## src/rtl/ljtag_master_if.sv

```systemverilog
// Command/response bus of the JTAG initiator.
// master: CPU-side requester. slave: the ljtag_master engine.
interface ljtag_master_if #(
    parameter int MAX_LEN = 32
);
    logic               cmd_valid_i;
    logic               cmd_ready_o;
    logic [1:0]         cmd_type_i;
    logic [5:0]         cmd_len_i;
    logic [MAX_LEN-1:0] cmd_data_i;
    logic               rsp_valid_o;
    logic [MAX_LEN-1:0] rsp_data_o;
    logic               busy_o;

    modport master (
        output cmd_valid_i, cmd_type_i, cmd_len_i, cmd_data_i,
        input  cmd_ready_o, rsp_valid_o, rsp_data_o, busy_o
    );

    modport slave (
        input  cmd_valid_i, cmd_type_i, cmd_len_i, cmd_data_i,
        output cmd_ready_o, rsp_valid_o, rsp_data_o, busy_o
    );
endinterface

```

## src/rtl/ljtag_master.sv

```systemverilog
// JTAG initiator: turns one command (TAP reset, IR shift, DR shift, idle
// clocks) into a complete TAP walk from Run-Test/Idle back to Run-Test/Idle,
// and returns the captured TDO bits as one response.
// Optional build macro LJTAG_TRST_EN adds trst_n_o and a TRST pulse ahead of
// the TMS reset sequence.
//
// state   | meaning
// --------+-----------------------------------------------------------
// IDLE    | ready for a command, TCK parked low
// LOAD    | build TMS/TDI/capture bit vectors and the TCK counter
// TRST    | trst_n_o held low for 2*CLK_DIV clocks (LJTAG_TRST_EN only)
// BIT_LO  | TCK low half-period; TMS/TDI updated on entry
// BIT_HI  | TCK high half-period; TDO sampled on first cycle
// DONE    | one-cycle response pulse
module ljtag_master #(
    parameter int CLK_DIV = 4,
    parameter int MAX_LEN = 32
) (
    input  logic          clk_i,
    input  logic          rstn_i,
    ljtag_master_if.slave cmd,
    output logic          tck_o,
    output logic          tms_o,
    output logic          tdi_o,
`ifdef LJTAG_TRST_EN
    output logic          trst_n_o,
`endif
    input  logic          tdo_i
);

    // A walk is at most MAX_LEN shift bits plus 6 TAP navigation bits.
    localparam int SEQ_W = MAX_LEN + 6;
    localparam int CNT_W = 7;
    localparam int DIV_W = 9;

    localparam logic [2:0] S_IDLE   = 3'd0;
    localparam logic [2:0] S_LOAD   = 3'd1;
    localparam logic [2:0] S_BIT_LO = 3'd2;
    localparam logic [2:0] S_BIT_HI = 3'd3;
    localparam logic [2:0] S_DONE   = 3'd4;
`ifdef LJTAG_TRST_EN
    localparam logic [2:0] S_TRST   = 3'd5;
    localparam logic [DIV_W-1:0] TRST_MAX = DIV_W'(2 * CLK_DIV - 1);
`endif

    localparam logic [DIV_W-1:0]   DIV_MAX = DIV_W'(CLK_DIV - 1);
    localparam logic [5:0]         LEN_MAX = 6'(MAX_LEN);
    localparam logic [SEQ_W-1:0]   ONE_W   = SEQ_W'(1);
    localparam logic [MAX_LEN-1:0] ONE_ML  = MAX_LEN'(1);

    logic [2:0]         state;
    logic [1:0]         typ_q;
    logic [5:0]         len_q;
    logic [5:0]         len_eff;
    logic [MAX_LEN-1:0] data_q;

    logic [MAX_LEN-1:0] mask;
    logic [SEQ_W-1:0]   seq_tms, seq_tdi, seq_cap;
    logic [CNT_W-1:0]   seq_cnt;
    logic [SEQ_W-1:0]   tms_sh, tdi_sh, cap_sh;
    logic [SEQ_W-1:0]   src_tms, src_tdi, src_cap;

    logic [CNT_W-1:0]   bit_cnt;
    logic [DIV_W-1:0]   div_cnt;
    logic               cap_cur;
    logic [5:0]         cap_idx;
    logic [MAX_LEN-1:0] acc, acc_next;
    logic               tdo_m, tdo_s;
    logic               hi_first;
    logic               enter_bit;
    logic               trst_path;

    assign cmd.cmd_ready_o = (state == S_IDLE);
    assign cmd.busy_o      = (state != S_IDLE);
    assign cmd.rsp_valid_o = (state == S_DONE);

`ifdef LJTAG_TRST_EN
    assign trst_path = (typ_q == 2'b00);
`else
    assign trst_path = 1'b0;
`endif

    assign hi_first = (state == S_BIT_HI) && (div_cnt == DIV_MAX);

    // A new TCK bit starts (TMS/TDI update) when leaving LOAD/TRST or after a non-final high phase.
    assign enter_bit = ((state == S_LOAD) && !trst_path)
                    || ((state == S_BIT_HI) && (div_cnt == '0) && (bit_cnt != 7'd1))
`ifdef LJTAG_TRST_EN
                    || ((state == S_TRST) && (div_cnt == '0))
`endif
                    ;

    // Zero length means one bit; anything past the data width is clamped.
    always_comb begin
        if (cmd.cmd_len_i == 6'd0)
            len_eff = 6'd1;
        else if (cmd.cmd_len_i > LEN_MAX)
            len_eff = LEN_MAX;
        else
            len_eff = cmd.cmd_len_i;
    end

    // Build the whole walk as bit vectors, bit 0 = first TCK.
    always_comb begin
        mask    = ~({MAX_LEN{1'b1}} << len_q);
        seq_tms = '0;
        seq_tdi = '0;
        seq_cap = '0;
        seq_cnt = '0;
        case (typ_q)
            2'b00: begin
                seq_tms = SEQ_W'(6'b011111);
                seq_cnt = 7'd6;
            end
            2'b01: begin
                seq_tms = SEQ_W'(2'b11)
                        | (ONE_W << (CNT_W'(len_q) + 7'd3))
                        | (ONE_W << (CNT_W'(len_q) + 7'd4));
                seq_tdi = SEQ_W'(data_q & mask) << 4;
                seq_cap = SEQ_W'(mask) << 4;
                seq_cnt = CNT_W'(len_q) + 7'd6;
            end
            2'b10: begin
                seq_tms = SEQ_W'(1'b1)
                        | (ONE_W << (CNT_W'(len_q) + 7'd2))
                        | (ONE_W << (CNT_W'(len_q) + 7'd3));
                seq_tdi = SEQ_W'(data_q & mask) << 3;
                seq_cap = SEQ_W'(mask) << 3;
                seq_cnt = CNT_W'(len_q) + 7'd5;
            end
            default: begin
                seq_cnt = CNT_W'(len_q);
            end
        endcase
    end

    // The first bit is taken straight from the freshly built vectors.
    always_comb begin
        src_tms = (state == S_LOAD) ? seq_tms : tms_sh;
        src_tdi = (state == S_LOAD) ? seq_tdi : tdi_sh;
        src_cap = (state == S_LOAD) ? seq_cap : cap_sh;
    end

    // Captured TDO merged in on the first high-phase cycle of a shift bit.
    always_comb begin
        acc_next = acc;
        if (hi_first && cap_cur && tdo_s)
            acc_next = acc | (ONE_ML << cap_idx);
    end

    // Two-flop synchroniser for the asynchronous TDO pin.
    always_ff @(posedge clk_i or negedge rstn_i) begin
        if (!rstn_i) begin
            tdo_m <= 1'b0;
            tdo_s <= 1'b0;
        end else begin
            tdo_m <= tdo_i;
            tdo_s <= tdo_m;
        end
    end

    // Walk sequencer: command latch, half-period timer, TCK and bit counter.
    always_ff @(posedge clk_i or negedge rstn_i) begin
        if (!rstn_i) begin
            state          <= S_IDLE;
            typ_q          <= '0;
            len_q          <= '0;
            data_q         <= '0;
            bit_cnt        <= '0;
            div_cnt        <= '0;
            tck_o          <= 1'b0;
            acc            <= '0;
            cap_idx        <= '0;
            cmd.rsp_data_o <= '0;
        end else begin
            case (state)
                S_IDLE: begin
                    if (cmd.cmd_valid_i) begin
                        typ_q   <= cmd.cmd_type_i;
                        len_q   <= len_eff;
                        data_q  <= cmd.cmd_data_i;
                        acc     <= '0;
                        cap_idx <= '0;
                        state   <= S_LOAD;
                    end
                end
                S_LOAD: begin
                    bit_cnt <= seq_cnt;
`ifdef LJTAG_TRST_EN
                    if (trst_path) begin
                        div_cnt <= TRST_MAX;
                        state   <= S_TRST;
                    end else
`endif
                    begin
                        div_cnt <= DIV_MAX;
                        state   <= S_BIT_LO;
                    end
                end
`ifdef LJTAG_TRST_EN
                S_TRST: begin
                    if (div_cnt == '0) begin
                        div_cnt <= DIV_MAX;
                        state   <= S_BIT_LO;
                    end else begin
                        div_cnt <= div_cnt - 9'd1;
                    end
                end
`endif
                S_BIT_LO: begin
                    if (div_cnt == '0) begin
                        tck_o   <= 1'b1;
                        div_cnt <= DIV_MAX;
                        state   <= S_BIT_HI;
                    end else begin
                        div_cnt <= div_cnt - 9'd1;
                    end
                end
                S_BIT_HI: begin
                    acc <= acc_next;
                    if (hi_first && cap_cur)
                        cap_idx <= cap_idx + 6'd1;
                    if (div_cnt == '0) begin
                        tck_o   <= 1'b0;
                        bit_cnt <= bit_cnt - 7'd1;
                        div_cnt <= DIV_MAX;
                        if (bit_cnt == 7'd1) begin
                            cmd.rsp_data_o <= acc_next;
                            state          <= S_DONE;
                        end else begin
                            state <= S_BIT_LO;
                        end
                    end else begin
                        div_cnt <= div_cnt - 9'd1;
                    end
                end
                S_DONE: begin
                    state <= S_IDLE;
                end
                default: begin
                    state <= S_IDLE;
                end
            endcase
        end
    end

    // TMS/TDI shifters; pins change only at the start of each TCK low phase.
    always_ff @(posedge clk_i or negedge rstn_i) begin
        if (!rstn_i) begin
            tms_sh  <= '0;
            tdi_sh  <= '0;
            cap_sh  <= '0;
            tms_o   <= 1'b1;
            tdi_o   <= 1'b0;
            cap_cur <= 1'b0;
        end else begin
            if (state == S_LOAD) begin
                tms_sh <= seq_tms;
                tdi_sh <= seq_tdi;
                cap_sh <= seq_cap;
            end
            if (enter_bit) begin
                tms_o   <= src_tms[0];
                tdi_o   <= src_tdi[0];
                cap_cur <= src_cap[0];
                tms_sh  <= src_tms >> 1;
                tdi_sh  <= src_tdi >> 1;
                cap_sh  <= src_cap >> 1;
            end
        end
    end

`ifdef LJTAG_TRST_EN
    // TRST is asserted during reset and for the TRST state only.
    always_ff @(posedge clk_i or negedge rstn_i) begin
        if (!rstn_i)
            trst_n_o <= 1'b0;
        else
            trst_n_o <= !(((state == S_LOAD) && trst_path)
                       || ((state == S_TRST) && (div_cnt != '0)));
    end
`endif

endmodule

```

## src/flat_wrapper.sv

```systemverilog
// flat-port wrapper written by rule: the top's interface ports become plain ports
module ljtag_master_flat 
#(
    parameter int CLK_DIV = 4,
    parameter int MAX_LEN = 32
)
  (clk_i, rstn_i, tck_o, tms_o, tdi_o, tdo_i, cmd_cmd_valid_i, cmd_cmd_type_i, cmd_cmd_len_i, cmd_cmd_data_i, cmd_cmd_ready_o, cmd_rsp_valid_o, cmd_rsp_data_o, cmd_busy_o);
  ljtag_master_if #(.MAX_LEN(MAX_LEN)) cmd_i ();
  input  logic clk_i;
  input  logic rstn_i;
  output logic tck_o;
  output logic tms_o;
  output logic tdi_o;
  input  logic tdo_i;
  input wire logic [$bits(cmd_i.cmd_valid_i)-1:0] cmd_cmd_valid_i;
  input wire logic [$bits(cmd_i.cmd_type_i)-1:0] cmd_cmd_type_i;
  input wire logic [$bits(cmd_i.cmd_len_i)-1:0] cmd_cmd_len_i;
  input wire logic [$bits(cmd_i.cmd_data_i)-1:0] cmd_cmd_data_i;
  output wire logic [$bits(cmd_i.cmd_ready_o)-1:0] cmd_cmd_ready_o;
  output wire logic [$bits(cmd_i.rsp_valid_o)-1:0] cmd_rsp_valid_o;
  output wire logic [$bits(cmd_i.rsp_data_o)-1:0] cmd_rsp_data_o;
  output wire logic [$bits(cmd_i.busy_o)-1:0] cmd_busy_o;
  assign cmd_i.cmd_valid_i = cmd_cmd_valid_i;
  assign cmd_i.cmd_type_i = cmd_cmd_type_i;
  assign cmd_i.cmd_len_i = cmd_cmd_len_i;
  assign cmd_i.cmd_data_i = cmd_cmd_data_i;
  assign cmd_cmd_ready_o = cmd_i.cmd_ready_o;
  assign cmd_rsp_valid_o = cmd_i.rsp_valid_o;
  assign cmd_rsp_data_o = cmd_i.rsp_data_o;
  assign cmd_busy_o = cmd_i.busy_o;
  ljtag_master #(.CLK_DIV(CLK_DIV), .MAX_LEN(MAX_LEN)) u_core (.clk_i(clk_i), .rstn_i(rstn_i), .cmd(cmd_i), .tck_o(tck_o), .tms_o(tms_o), .tdi_o(tdi_o), .tdo_i(tdo_i));
endmodule
```

## config.mk

```make
export PLATFORM = sky130hd
export DESIGN_NAME = ljtag_master_flat
export DESIGN_NICKNAME = d
export VERILOG_FILES = /design/src/rtl/ljtag_master_if.sv /design/src/rtl/ljtag_master.sv /design/src/flat_wrapper.sv
export SDC_FILE = /design/constraint.sdc
export NUM_CORES = 1
export LEC_CHECK = 0
export BUFFER_PORTS_ARGS = -buffer_cell sky130_fd_sc_hd__buf_2
export CAP_MARGIN = 30
export CORE_MARGIN = 10
export CORE_UTILIZATION = 65
export CTS_CLUSTER_DIAMETER = 40
export CTS_CLUSTER_SIZE = 12
export DETAILED_ROUTE_END_ITERATION = 7
export PLACE_DENSITY = 0.84
export SETUP_SLACK_MARGIN = 0.1
export SLEW_MARGIN = 40
export SYNTH_ARGS = -nofsm -noshare
export SYNTH_HDL_FRONTEND = slang
export SYNTH_SLANG_ARGS = --single-unit
```

## constraint.sdc

```tcl
create_clock -name clk_i -period 4.1 [get_ports clk_i]
set_input_delay 0.41 -clock clk_i [delete_from_list [all_inputs] [get_ports clk_i]]
set_output_delay 0.41 -clock clk_i [all_outputs]
set_load 0.02 [all_outputs]
```

==> flow_summary.toml <==
[floorplan]
dieWidth_um = 166
core_mm2 = 0.0210
dieHeight_um = 166
dieArea_mm2 = 0.0277
start_util = 0.663
ios = 82
rows = 53

[routing]
dr.pass1.iters = 8
postRouteAntennaNets = 0
wire_per_inst_um = 23.1
vias = 13400
vias_per_cell = 6.96
wl_um = 44500
drc = 0
drt_iter0_drc = 2110

[placement]
dp_hpwl_um = 29400
dp.cells = 1854
io_buffers = 81
preCtsSetupSlack_ns = 0.771
place_congestion = 1.01

[critical_path]
start_kind = "flip-flop"
reg2reg_from = "u_core.div_cnt[0]"
cp.required_ns = 4.43
path_max_fanout = 18
cp-end-kind = "flip-flop"
path_class = "flip-flop to flip-flop"
critical_path_arrival_ns = 3.77
crit_path_start = "u_core.div_cnt[0]"

[timing]
min_period_ns = 3.44
fmax_ghz = 0.291
finalSetupViolCount = 0
skew_ns = 0.0426
slew_headroom = 0.414
tns_ns = 0
period_share = 0.838
worst_pin_slew_ns = 0.874
timing.final.ws_setup_ns = 0.664
finalHoldViolCount = 0
grt_setup_unrepaired = "no"
slew_viol_final = 0

[global_route]
grt_max_degree = 106
antenna_found_initial = 1
grt_pass1_wl_um = 71500
grt_overflow_total = 0
grt_usage = 0.309
first_global_vias = 13300

[layout]
area_delta_synth_final_pct = 13.4
final_cells = 1922
layout-drive-gt1-share = 0.132
final_nets = 1702

[power]
powerDensity_mw_per_mm2 = 691
totalPowerFinal_mw = 10.9
p_leak_nw = 7.37
worst_ir_drop_vdd_uv = 478

[cts]
clk_path_buf_depth = 3
cts_hold_repair.buffers = 2
clk_pin_slew_ns = 0.06
cts-resized-gates = 0
cts_buffers = 37
cts_setup_buffers = 0
clock_tree.root_cell = "clkbuf_16"
htree_levels = 2
cts_tree = "built"
clk_latency_ns = 0.53
clkSinkCount = 249

[yosys]
synth_compound_area_frac = 0.233
yosys_most_used_dff = "dfrtp_1"
synth-xor-area-share = 0.00754
ys_ff_latch = 249
ys_top_cells_by_count = "248 x dfrtp_1, 233 x nand2_1, 128 x nor2_1"
yosysWarningCount = 0
post_synth_fa_ha_maj_area_fraction = 0.0332
syn-num-nets = 1671
netlist_area_mm2 = 0.0139
yosysMostFrequentCell = "dfrtp_1"
synthSimpleGateAreaFrac = 0.193
synth_top_area_frac = 0.445
synthTopCellsByArea = "dfrtp_1 45%, nand2_1 6.3%, a21oi_1 4.2%, o21ai_0 3.8%, nor2_1 3.4%"
synth_top_family_by_area = "compound AO/OA/AOI/OAI gates"
syn_inst = 1590
synthMuxAreaShare = 0.0363
synth_top_area_cell = "dfrtp_1"
synth_area_per_cell_um2 = 8.76
yosysSeqAreaShare = 0.447
synthArstFlopShare = 1.00
synth_edf_count = 0
ys_types = 84

[worst_hold_path]
hold_start = "cmd_cmd_data_i[8]"
holdCritPathClass = "input pin to flip-flop"

[run]
maxCapViolCount = 0

[run_status]
status = "completed"
==> path summary, 6_finish.rpt <==
| check | endpoint | slack (ns) | depth (start not counted) |
|---|---|---|---|
| worst max-delay path | u_core.tms_sh[27] | 0.66 | 8 |
| min in group asynchronous | u_core.cap_sh[16] | 0.35 | 2 |
| max in group asynchronous | u_core.state[1] | 2.66 | 4 |
| worst max register to register | u_core.tms_sh[27] | 0.66 | 8 |
| worst min register to register | u_core.tdo_s | 0.36 | 0 |
| worst min-delay path | u_core.data_q[8] | 0.08 | 3 |
==> layout by cell type, fill, tap and decap left out, types with 6 or more instances in the layout <==
cell       Yosys  final
or2_2          6      6
nor4_1        17     17
a2bb2oi_1      8      8
or3_1         13     12
a32o_1        10     10
nand2_1      233    231
ha_1          37     35
nand3b_1       6      6
o31ai_1        6      6
o22ai_1       46     46
nand2b_1      17     17
clkbuf_16      0     38
clkinv_4       0      6
a31oi_1       33     33
nor2_1       128    128
buf_4          2     33
a22oi_1       29     29
a221oi_1      19     19
mux2i_1       46     46
and2_1        14     13
buf_2         24     80
nand4_1        6      6
dfrtp_1      248    248
o21ai_0      107    105
o221ai_1       9      9
and3_1        18     17
a21oi_1      117    117
a32oi_1       19     19
o211ai_1      10     10
nor2b_1       12     12
a211oi_1      11     11
nor3_1        46     45
xnor2_1        7      6
inv_1         36     36
a21o_1         9      9
nand3_1       37     37
==> area by class of cell <==
class,instances,area (um^2)
fill,1524,5230
antenna,1,2.50
multi-input combinational,1173,7070
inverter,39,146
timing repair buffer,121,791
sequential,249,6230
clock inverter,21,214
clock buffer,43,990
tap,275,344
==> logic make-up (layout without fill, tap and decap cells) <==
kind of cell             count (synthesis)  in the layout
buffers and inverters                  168            224
AO/OA/AOI/OAI                          496            496
XOR/XNOR                                12             12
AND/OR/NAND/NOR                        578            578
adder cells (fa/ha/maj)                 37             37
multiplexers                            50             50
other                                    0              1
flip-flops                             249            249
==> critical path, stage by stage (launching register included) <==
cell and delay (ns):
dfrtp_1 0.45, inv_1 0.10, ha_1 0.21, or4b_1 0.58
or3_2 0.80, buf_4 0.27, or3_1 0.35, a221oi_1 0.34
a221oi_1 0.13
==> flip-flops by register name, summed over array words and instances, names as in the netlist <==
signal and count:
u_core.tdo_s 1, u_core.state 3, u_core.typ_q 2, u_core.tdi_sh 38, u_core.tdi_o 1, u_core.len_q 6, u_core.cmd.rsp_data_o 32, u_core.bit_cnt 7
u_core.cap_idx 6, u_core.acc 32, u_core.tms_sh 38, u_core.tms_o 1, u_core.cap_sh 38, u_core.data_q 32, u_core.div_cnt 9, u_core.tdo_m 1
u_core.tck_o 1, u_core.cap_cur 1
==> routing by layer <==
| layer | share of wire | vias to the layer above | GRT usage |
|---|---|---|---|
| met5 | 0 | - | 0 |
| met4 | 0.032 | 0 | 0.120 |
| met3 | 0.089 | 135 | 0.0499 |
| met2 | 0.48 | 833 | 0.499 |
| met1 | 0.40 | 6550 | 0.409 |
| li1 | - | 5861 | - |
==> stage by stage <==
stage	instance area [um^2]	util	hold slack, ns
6_report	15800	0.751	0.0751
5_1_grt	15800	0.751	0.0841
4_1_cts	15800	0.749	0.0682
3_5_place_dp	14500	0.691	0.336
3_3_place_gp	14500	0.691	0.335
2_1_floorplan	13900	-	0.114
==> report_power, final <==
| part | internal (mW) | total (mW) | switching (mW) |
|---|---|---|---|
| clock | 1.88 | 3.08 | 1.20 |
| combinational | 1.38 | 3.98 | 2.60 |
| sequential | 3.20 | 3.85 | 0.653 |
| total | 6.45 | 10.9 | 4.46 |
Power figures use the tool's default switching activity.
